<file path="src/rtl/psum_deskew_collector.sv">
// Systolic-array psum drain: per-lane delay lines undo the column skew, then a small FIFO buffers aligned row vectors.
// Optional PSUM_RELU_EN adds a relu_en input that clamps negative lanes to zero on write.

module psum_delay_lane #(
  parameter int DEPTH = 1
) (
  input  logic        clk,
  input  logic        flush,
  input  logic [31:0] psum_in,
  input  logic        valid_in,
  output logic [31:0] psum_out,
  output logic        valid_out
);
  logic [DEPTH-1:0][31:0] d_pipe;
  logic [DEPTH-1:0]       vld_pipe;

  always_ff @(posedge clk) begin
    if (flush) begin
      d_pipe   <= '0;
      vld_pipe <= '0;
    end else begin
      // invalid samples travel as zero so nothing stale can leak into a vector
      d_pipe[0]   <= valid_in ? psum_in : '0;
      vld_pipe[0] <= valid_in;
      for (int i = 1; i < DEPTH; i++) begin
        d_pipe[i]   <= d_pipe[i-1];
        vld_pipe[i] <= vld_pipe[i-1];
      end
    end
  end

  assign psum_out  = d_pipe[DEPTH-1];
  assign valid_out = vld_pipe[DEPTH-1];
endmodule

module psum_deskew_collector #(
  parameter int N_COLS     = 4,
  parameter int FIFO_DEPTH = 4
) (
  input  logic                            clk,
  input  logic                            rst,
  input  logic                            clear,
  input  logic [N_COLS*32-1:0]            col_psum_in,
  input  logic [N_COLS-1:0]               col_valid_in,
  output logic [N_COLS*32-1:0]            out_data,
  output logic                            out_valid,
  input  logic                            out_ready,
`ifdef PSUM_RELU_EN
  input  logic                            relu_en,
`endif
  output logic [$clog2(FIFO_DEPTH+1)-1:0] vec_count,
  output logic                            overflow,
  output logic                            skew_err
);
  localparam int PW = $clog2(FIFO_DEPTH);
  localparam int CW = $clog2(FIFO_DEPTH+1);

  logic [N_COLS-1:0][31:0] lane_psum, al_psum, wr_data;
  logic [N_COLS-1:0]       al_vld;
  logic                    flush;

  assign lane_psum = col_psum_in;
  assign flush     = rst | clear;

  // lane j waits N_COLS-1-j cycles so all lanes of one vector meet together
  for (genvar j = 0; j < N_COLS; j++) begin : g_lane
    if (j < N_COLS-1) begin : g_dly
      psum_delay_lane #(.DEPTH(N_COLS-1-j)) u_lane (
        .clk      (clk),
        .flush    (flush),
        .psum_in  (lane_psum[j]),
        .valid_in (col_valid_in[j]),
        .psum_out (al_psum[j]),
        .valid_out(al_vld[j])
      );
    end else begin : g_thru
      assign al_psum[j] = col_valid_in[j] ? lane_psum[j] : '0;
      assign al_vld[j]  = col_valid_in[j];
    end
  end

  always_comb begin
    wr_data = al_psum;
`ifdef PSUM_RELU_EN
    for (int j = 0; j < N_COLS; j++)
      if (relu_en && al_psum[j][31]) wr_data[j] = '0;
`endif
  end

  logic [N_COLS-1:0][31:0] mem [FIFO_DEPTH];
  logic [PW-1:0]           wr_ptr, rd_ptr;
  logic [CW-1:0]           count;
  logic                    push_req, any_vld, full, pop, push;

  assign push_req = &al_vld;
  assign any_vld  = |al_vld;
  assign full     = (count == CW'(FIFO_DEPTH));
  assign pop      = out_valid & out_ready;
  // a full FIFO still accepts when the head leaves in the same cycle
  assign push     = push_req & (~full | pop);

  always_ff @(posedge clk) begin
    if (flush) begin
      wr_ptr   <= '0;
      rd_ptr   <= '0;
      count    <= '0;
      overflow <= 1'b0;
      skew_err <= 1'b0;
    end else begin
      if (push) wr_ptr <= wr_ptr + PW'(1);
      if (pop)  rd_ptr <= rd_ptr + PW'(1);
      unique case ({push, pop})
        2'b10:   count <= count + CW'(1);
        2'b01:   count <= count - CW'(1);
        default: count <= count;
      endcase
      if (push_req & full & ~pop) overflow <= 1'b1;
      if (any_vld & ~push_req)    skew_err <= 1'b1;
    end
  end

  always_ff @(posedge clk) begin
    if (!flush && push) mem[wr_ptr] <= wr_data;
  end

  assign out_valid = (count != '0);
  assign out_data  = out_valid ? mem[rd_ptr] : '0;
  assign vec_count = count;
endmodule

</file>
<file path="config.mk">
export PLATFORM = sky130hd
export DESIGN_NAME = psum_deskew_collector
export DESIGN_NICKNAME = d
export VERILOG_FILES = /design/src/rtl/psum_deskew_collector.sv
export SDC_FILE = /design/constraint.sdc
export NUM_CORES = 1
export LEC_CHECK = 0
export BUFFER_PORTS_ARGS = -buffer_cell sky130_fd_sc_hd__buf_4
export CAP_MARGIN = 30
export CELL_PAD_IN_SITES_DETAIL_PLACEMENT = 1
export CELL_PAD_IN_SITES_GLOBAL_PLACEMENT = 2
export CORE_AREA = 2 2 253 255
export CTS_BUF_LIST = sky130_fd_sc_hd__clkbuf_4
export DETAILED_ROUTE_END_ITERATION = 8
export DIE_AREA = 0 0 255 257
export PLACE_DENSITY = 0.74
export SKIP_CTS_REPAIR_TIMING = 1
export SYNTH_ARGS = -nofsm -noshare
export SYNTH_HDL_FRONTEND = slang
export SYNTH_SLANG_ARGS = --single-unit
</file>
<file path="constraint.sdc">
create_clock -name clk -period 4.05 [get_ports clk]
set_input_delay 0 -clock clk [delete_from_list [all_inputs] [get_ports clk]]
set_output_delay 0 -clock clk [all_outputs]
set_load 0.005 [all_outputs]
</file>
* Word-level counts from Yosys, hierarchy flattened *
Memory sizes are Yosys's and may differ from the RTL's. A register that Yosys moved wholly into a read port is not among the register bits.
Cells that the tools add are included.
Widths: inputs -> output; s select.

operators by class
  bitwise gates (word level) = 13
  mux-type cells = 7
  eq/ne operators = 3
  reductions and logical operators = 9
  add/sub/neg operators = 4

operators with widths
  cell                 count
  $mux 128             1
  $mux 32              1
  $not 1->1            6
  $pmux 3 s2           1
  $reduce_or 2->1      3
  $and 1x1->1          5
  $add 2x1->2 const B  2
  $mux 2               2
  $reduce_and 4->1     1
  $reduce_or 4->1      1
  $add 3x1->3 const B  1
  $eq 3x3->1 const B   1
  $reduce_bool 3->1    1
  $sub 3x1->3 const B  1
  $eq 2x1->1 const B   1
  $eq 2x2->1 const B   1
  $mux 1               2
  $or 1x1->1           2
  $reduce_bool 2->1    1
  $logic_and 1x1->1    1
  $logic_not 1->1      1

word-level totals
  logic and storage cells = 51
  memories kept = 1
  output and inout bits = 134
  flip-flop bits (word level) = 207
  RAM bits = 512

memories
  memory  words  width  rd ports  clocked after Yosys merged registers in  write ports  RTL line  text
  mem     4      128    1         1                                        1            90        logic [N_COLS-1:0][31:0] mem [FIFO_DEPTH];

* Logic depth before layout (Yosys ltp) *
Gate-level depths: netlist of the first run.

  word-level depth = 7
  depth in mapped cells = 7
  gate-level depth less buffers = 6

* Modules after synthesis *
Synthesis of the first run repeated with hierarchy kept, for this count alone.

second synthesis, totals
  cells, all modules = 1401
  area, all modules = 26123.8 um2

by module, submodules not included
  module                                     cells an instance  sequential area each (um2)  times used  area each (um2)
  psum_deskew_collector                      911                15595.0                     1           20016.7
  psum_delay_lane at g_lane[0].g_dly.u_lane  244                1981.9                      1           3006.6
  psum_delay_lane at g_lane[1].g_dly.u_lane  174                1321.3                      1           2123.3
  psum_delay_lane at g_lane[2].g_dly.u_lane  72                 660.6                       1           977.2

* Least setup slack after synthesis of the first run *
OpenSTA, ideal clock, no wires.

  path type = register to register
  start = register g_lane[0].g_dly.u_lane.vld_pipe[2]
  end = memory mem[0][0] in the netlist's numbering (enable)
  cell stages (with the launch flop) = 4
  path buffers = 0
  library setup time = 0.503 ns
  required time = 3.547 ns
  path slack = -0.261 ns
  period minus slack after synthesis = 4.311 ns
  arrival time = 3.808 ns
  path through = dfxtp_1 -> nand4_4 -> nor2_2 -> and3_1

between the ends
  word-level cells in the longest chain between the ends = 5

ends and longest elaborated chain
  what                               RTL line  text
  from (decl)                        15        logic [DEPTH-1:0] vld_pipe;
  from (signal, indexed assignment)  27        vld_pipe[i] <= vld_pipe[i-1];
  $reduce_and 4->1                   95        assign push_req = &al_vld;
  $and 1x1->1                        100       assign push = push_req & (~full | pop);
  $logic_and 1x1->1                  123       if (!flush && push) mem[wr_ptr] <= wr_data;
  $mux 1                             123
  $mux 1 (implied by the code)       123
  to (decl)                          90

Every way passes these cells.

* Final worst setup path of the first run *
  start = register count[1] (netlist: vec_count[1])
  end = register count[1] (netlist: vec_count[1])

between the ends
  word-level cells in the longest chain between the ends = 6
  elaborated cells between the ends (all ways) = 12

ends and longest elaborated chain
  what                                             RTL line  text
  from (decl)                                      92        logic [CW-1:0] count;
  from (signal assigned)                           113       2'b10: count <= count + CW'(1);
  from (signal assigned)                           114       2'b01: count <= count - CW'(1);
  from (signal assigned)                           115       default: count <= count;
  $reduce_bool 3->1 or $eq 3x3->1 (tied branches)  126, 97
  $and 1x1->1 or $not 1->1 (tied branches)         98, 100
  $or 1x1->1                                       100
  $and 1x1->1                                      100
  $eq 2x1->1 or $eq 2x2->1 (tied branches)         112       unique case ({push, pop})
  $pmux 3 s2 or $reduce_bool 2->1 (tied branches)  -

Parallel ways exist; a longest one is shown, timed or not.
A chain may end at the register's enable or synchronous reset.

==> results of run 1 <==
## stage by stage
step / worst slack (ns) / power, mW
global route: 0.416 / 15.1
CTS: 0.559 / 14.3
finish: 0.596 / 14.4
global placement: 1.59 / 8.26
floorplan: 1.19 / 8.11
detailed placement: 1.46 / 8.27
## power groups by stage
stage / logic (mW) / registers (mW) / clock network (mW)
floorplan: 0.0720 / 8.04 / 0
global placement: 0.219 / 8.04 / 0
detailed placement: 0.223 / 8.04 / 0
finish: 0.464 / 7.88 / 6.10
global route: 0.501 / 7.88 / 6.70
CTS: 0.223 / 7.88 / 6.24
## state kept, by name, indices dropped and copies added (netlist names), named ones only
signal                         flops
g_lane.g_dly.u_lane.d_pipe        96
vec_count                          3
g_lane.g_dly.u_lane.psum_out      96
g_lane.g_dly.u_lane.vld_pipe       5
mem                              512
overflow                           1
g_lane.g_dly.u_lane.valid_out      1
rd_ptr                             2
skew_err                           1
wr_ptr                             2
## routing by layer
| layer | share of wire [%] | up-vias | GRT usage [%] |
|---|---|---|---|
| li1 | - | 6695 | - |
| met1 | 43 | 7402 | 22.3 |
| met2 | 50 | 341 | 28.2 |
| met3 | 4.5 | 100 | 4.80 |
| met5 | 0 | - | 0 |
| met4 | 2.2 | 0 | 6.64 |
## cells by family after synthesis
family          synth area share, %
flops                          76.5
simple gates                   9.42
mux                            11.4
buf+inv                        2.09
compound gates                0.191
fa+ha+maj                     0.274
xor+xnor                      0.103
## Yosys cell counts, drive strengths merged (2+ instances only)
cell type / number / area share (%)
edfxtp: 512 / 60
and2: 262 / 6.4
dfxtp: 209 / 16
mux4: 128 / 11
and3: 100 / 2.4
clkbuf: 46 / 0.68
buf: 32 / 1.3
nor2: 10 / 0.16
inv: 5 / 0.073
ha: 4 / 0.20
nand2: 4 / 0.059
a21oi: 3 / 0.059
mux2i: 3 / 0.12
nand3: 3 / 0.078
or3: 3 / 0.073
xor2: 2 / 0.069
## final cells by class
class                      count  share of cell area, %
timing repair buffer         655                   17.2
clock inverter                61                  0.760
tap                          846                   3.07
sequential                   721                   56.8
antenna                        4                 0.0291
inverter                       5                 0.0545
clock buffer                 278                   6.06
multi-input combinational    533                   16.0
## final timing paths
| path | slack [ns] | cells after the start | startpoint | end |
|---|---|---|---|---|
| max | 0.60 | 7 | vec_count[1]$_SDFFE_PP0P_ | vec_count[1]$_SDFFE_PP0P_ |
| min | 0.07 | 5 | out_ready | flop |
| max reg2reg | 0.60 | 7 | vec_count[1]$_SDFFE_PP0P_ | vec_count[1]$_SDFFE_PP0P_ |
| min reg2reg | 0.42 | 1 | g_lane[0].g_dly.u_lane.d_pipe[56]$_SDFF_PP0_ | g_lane[0].g_dly.u_lane.psum_out[24]$_SDFF_PP0_ |
## worst register-to-register path: cells and delay by family, from the launching register on
family	cells	cell delay, ns
fa+ha+maj	1	0.46
simple gates	3	1.19
buf+inv	2	1.14
mux	1	0.15
flops	1	0.46
==> results by group, run 1 <==
Layout
  – # nets final: about 2200
  – Post-Layout Inst Area: 0.0344 mm²
  – Filler cells: 5940
  – Multi-input gate area: 0.00550 mm²
  – Fin cells: between 3000 and 4000
  – Register area: between 0.015 and 0.02 mm²
  – Commonest non-fill, non-tap cells in the layout: edfxtp_1, dlygate4sd3_1, buf_4
  – Commonest non-fill, non-tap cell in the layout: edfxtp_1
  – Utilization after layout: between 50% and 60%
  – Area grow syn2layout: 34.7%
  – Share of cells above drive strength 1: 32.1%

Pwr
  – Comb pwr share: 3.2%
  – Net Sw Frac: 21.3%
  – Cell-internal power: 11.4 mW
  – Peak VDD IR: 214 µV
  – NetSw: 3.07 mW
  – Sequential share of power: 54.6%
  – Pwr dens: 420 mW/mm²
  – Leakage: 12.8 nW
  – Clock share of power: between 40% and 50%

STA
  – Period minus WS final: about 3.5 ns
  – Hold Violations, Final: 0
  – RSZ-0062 raised after global routing: false
  – Peak Freq: 0.290 GHz
  – Clock Skew: between 0.04 and 0.05 ns
  – Slew Limit Fails: 0
  – Total negative slack: 0 ns
  – Max-slew headroom: 37.3%
  – Hold WS: ~0.066 ns
  – Final Cycle Share: a little under nine tenths
  – Worst Tran Pin Value: approximately 0.94 ns
  – Final setup violation count: 0

CTS
  – Clk sinks: 721
  – Root Buffer: clkbuf_4
  – Reg clk slew, reported paths: 0.07 ns
  – Max Buffers Root-to-Sink: 3
  – Htree depth: 4
  – CTS tree: yes
  – Num CTS Buffers: 183
  – Clk_lat worst skew: ~0.99 ns

Worst setup path
  – Worst EP arrival: 4.37 ns
  – CP dominant cell by count: dlygate4sd3_1
  – Critical path's slowest cell: or3_4
  – CP Buf/Inv Count: 2
  – Worst-path cell chain: or3_4 > nand3_2 > fa_1 > or3_1 > dlygate4sd3_1 > mux2i_1 > dlygate4sd3_1
  – CP Capture Type: flop
  – Max incr delay on CP: 0.61 ns
  – Startpoint Class: flop
  – Setup CP Type: flop to flop
  – Critical path's top delay family: simple AND/OR/NAND/NOR gates
  – Peak fanout along the critical path: 64
  – CP required: 4.97 ns

Placed design
  – Cell count after placement: 2393
  – Post-DP HPWL: 32.3 mm
  – Placed Area: 0.0284 mm²
  – PortBufs: around 270
  – GP Congestion: 0.733

Die
  – DIE HEIGHT: roughly 260 µm
  – Die ar.: 0.0655 mm²
  – Ports: 270
  – Die Wd: about 260 µm
  – Core area: 0.0627 mm²
  – Row count: 92
  – Initial Util: 40.7%

Job
  – Max-cap viol count: 0

GRT
  – Global-route usage over all layers: 17.4%
  – Largest net degree at the start of global routing: 129
  – First-pass GRT wire length: 84.9 mm
  – Vias in the first global route: around 15000
  – Initial antenna violation count: 2
  – Total gr overflow: 0

Drt
  – Routed WL: 61.3 mm
  – Residual DRC: 0
  – Post-DRT Antenna Nets: 0
  – Via count: around 15000
  – Via density: 4.69
  – First drt pass iteration count: 5
  – Initial DRC Count: just under 700
  – Drt wl/cell: 19.8 µm

Yosys
  – Register area share after synthesis: 76.5%
  – Post-synthesis cell count: 1337
  – Post-synth EDFFs: around 510
  – FFs w/ async S/R, synth: 0%
  – Yosys cell types: 32
  – Syn nets: about 1500
  – Mapped cell area: 0.0256 mm²
  – Register bit total from synthesis: 721
  – Top FF cell, synth: edfxtp_1
  – Mean Syn Cell Area: 19.1 µm²
  – Yosys warns: 0

Worst hold path
  – HP Class: primary input to flop

Run status
  – Outcome: finished clean
(Power assumes the default switching activity.)
==> inputs of run 2 (changes only) <==
--- a/config.mk
+++ b/config.mk
@@ -9,11 +9,11 @@
 export CAP_MARGIN = 30
 export CELL_PAD_IN_SITES_DETAIL_PLACEMENT = 1
 export CELL_PAD_IN_SITES_GLOBAL_PLACEMENT = 2
-export CORE_AREA = 2 2 253 255
+export CORE_AREA = 2 2 192 336
 export CTS_BUF_LIST = sky130_fd_sc_hd__clkbuf_4
 export DETAILED_ROUTE_END_ITERATION = 8
-export DIE_AREA = 0 0 255 257
-export PLACE_DENSITY = 0.74
+export DIE_AREA = 0 0 194 338
+export PLACE_DENSITY = 0.73
 export SKIP_CTS_REPAIR_TIMING = 1
 export SYNTH_ARGS = -nofsm -noshare
 export SYNTH_HDL_FRONTEND = slang
==> run 2 against run 1 <==
Worst hold slack got worse by 0.010 ns. Critical path depth did not move. Flip-flop and latch count did not move.
==> results by group, run 2 (same netlist as run 1, synthesis figures left out) <==
Run status
  – Outcome: finished clean

Pwr
  – Sequential share of power: 55.9% (+1.3 points)
  – Net Sw Frac: 20.6% (-0.64 points)
  – Tot Pwr: 14.1 mW (-2.4%)
  – Cell-internal power: 11.2 mW (-1.6%)
  – Pwr dens: 413 mW/mm² (-1.5%)
  – NetSw: 2.91 mW (-5.4%)
  – Leakage: 12.6 nW (-1.5%)
  – Clock share of power: 40.9% (-1.3 points)
  – Comb pwr share: 3.2% (about the same)
  – Peak VDD IR: 218 µV (+1.7%)

Drt
  – Post-DRT Antenna Nets: 0 (unchanged)
  – First drt pass iteration count: 6 (+1)
  – Routed WL: 59.0 mm (-3.8%)
  – Drt wl/cell: 19.6 µm (-0.79%)
  – Initial DRC Count: 583 (-16%)
  – Via count: 14400 (-1.3%)
  – Via density: 4.77 (+1.8%)
  – Residual DRC: 0 (unchanged)

Die
  – Ports: 270 (unchanged)
  – Die ar.: 0.0656 mm² (about the same)
  – Row count: 122 (+33%)
  – DIE HEIGHT: 338 µm (+32%)
  – Core area: 0.0629 mm² (+0.25%)
  – Initial Util: 40.6% (-0.10 points)
  – Die Wd: 194 µm (-24%)

Placed design
  – PortBufs: 269 (unchanged)
  – Post-DP HPWL: 32.2 mm (-0.46%)
  – GP Congestion: 0.710 (-3.1%)

STA
  – Final Cycle Share: 82.2% (-3.1 points)
  – Final setup violation count: 0 (unchanged)
  – RSZ-0062 raised after global routing: false
  – Slew Limit Fails: 0 (unchanged)
  – Peak Freq: 0.301 GHz (+3.8%)
  – Worst Tran Pin Value: 0.889 ns (-0.0510 ns)
  – Period minus WS final: 3.33 ns (-0.126 ns)
  – Clock Skew: 0.0523 ns (+0.00953 ns)
  – Hold Violations, Final: 0 (unchanged)
  – Total negative slack: 0 ns (unchanged)
  – Max-slew headroom: 40.6% (+3.3 points)

CTS
  – Reg clk slew, reported paths: 0.07 ns (about the same)
  – Htree depth: 4 (unchanged)
  – Clk sinks: 721 (unchanged)
  – Root Buffer: clkbuf_4
  – Clk_lat worst skew: 0.92 ns (-0.07 ns)
  – CTS tree: yes
  – Num CTS Buffers: 161 (-12%)
  – Max Buffers Root-to-Sink: 3 (unchanged)

Worst setup path
  – Flop-to-flop setup slack: 0.72 ns (+0.13 ns)
  – CP required: 4.87 ns (-0.10 ns)
  – CP endpoint: vec_count[1]$_SDFFE_PP0P_
  – Setup CP Type: flop to flop
  – Startpoint Class: flop
  – Reg2reg start: vec_count[1]$_SDFFE_PP0P_
  – End of the worst register-to-register path: vec_count[1]$_SDFFE_PP0P_
  – Setup crit start: vec_count[1]$_SDFFE_PP0P_
  – CP Capture Type: flop
  – Peak fanout along the critical path: 53 (-17%)
  – R2R cell count: 7 (unchanged)
  – Worst EP arrival: 4.15 ns (-0.22 ns)

GRT
  – Total gr overflow: 0 (unchanged)
  – Initial antenna violation count: 3 (+1)
  – Global-route usage over all layers: 17.0% (-0.43 points)
  – Grt peak-use layer: met2
  – First-pass GRT wire length: 84.4 mm (-0.63%)
  – Largest net degree at the start of global routing: 94 (-27%)
  – Met2 GRT Util: 29.9% (+1.7 points)
  – M1 GR Usage: 19.3% (-3.0 points)
  – Vias in the first global route: 14500 (-0.95%)
  – M3 GR Usage: 4.90% (+0.090 points)

Layout
  – Biggest register: mem
  – Area grow syn2layout: 33.4%
  – Max reg flops: 512 (unchanged)
  – Commonest non-fill, non-tap cells in the layout: edfxtp_1, dlygate4sd3_1, buf_4
  – Share of cells above drive strength 1: 31.5% (-0.64 points)
  – Commonest non-fill, non-tap cell in the layout: edfxtp_1
  – # nets final: 2204 (-1.6%)

Worst hold path
  – HP Class: primary input to flop
  – HP Start: col_psum_in[104]

Job
  – Max-cap viol count: 0 (unchanged)
==> run 2: cell types whose count changed in the layout (fill, tap and decap cells not counted), sizes merged, moves of 2 or more <==
| cell | change |
|---|---|
| clkbuf | -26 |
| bufinv | +2 |
| inv | -5 |
| clkinv | -14 |
| buf | -2 |
| dlygate4sd3 | -12 |
==> run 2: area by class of cell <==
type	instances	area, µm²
Fill cell	5951	28800
Sequential cell	721	19600
Timing Repair Buffer	641	5840
Multi-Input combinational cell	533	5500
Clock buffer	252	1890
Tap cell	806	1010
Clock inverter	45	259
Inverter	5	18.8
Antenna cell	5	12.5
==> run 2: power groups by stage <==
| stage | clock network, mW | registers, mW | logic [mW] |
|---|---|---|---|
| finish | 5.76 | 7.88 | 0.454 |
| detailed placement | 0 | 8.04 | 0.217 |
| CTS | 5.98 | 7.88 | 0.218 |
| global route | 6.33 | 7.88 | 0.491 |
| global placement | 0 | 8.04 | 0.212 |
| floorplan | 0 | 8.04 | 0.0720 |
==> run 2: worst min-delay path by stage <==
stage | to | slack, ns | depth (start not counted)
6_report | mem[1][104]$_DFFE_PP_ | 0.06 | 3
5_1_grt | mem[1][97]$_DFFE_PP_ | -0.007 | 3
4_1_cts | g_lane[2].g_dly.u_lane.psum_out[8]$_SDFF_PP0_ | -0.80 | 2
3_5_place_dp | g_lane[1].g_dly.u_lane.d_pipe[12]$_SDFF_PP0_ | 0.24 | 2
3_3_place_gp | g_lane[1].g_dly.u_lane.d_pipe[29]$_SDFF_PP0_ | 0.24 | 2
2_1_floorplan | g_lane[0].g_dly.u_lane.d_pipe[0]$_SDFF_PP0_ | 0.15 | 1
==> run 2: critical path, stage by stage (launching register included) <==
cell           delay [ns]
dfxtp_1              0.47
or3_4                0.53
nand3_2              0.18
fa_1                 0.48
or3_1                0.38
dlygate4sd3_1        0.56
mux2i_1              0.12
dlygate4sd3_1        0.55
==> run 2: stage by stage <==
stage               util, %  cells  area [µm²]  worst slack (ns)  hold WS (ns)
floorplan                 -   1337       25600              1.19         0.146
global placement       45.1   2351       28400              1.51         0.236
detailed placement     45.1   2351       28400              1.40         0.238
CTS                    48.5   2648       30500             0.597        -0.797
global route           54.2   3007       34100             0.468      -0.00717
finish                 54.2   3008       34100             0.722        0.0557
==> run 2: layer usage <==
layer  routed length [µm]  vias up
met4                 1550        2
met1                23100     7233
li1                     -     6604
met2                31400      397
met3                 2900      115
met5                   13        -
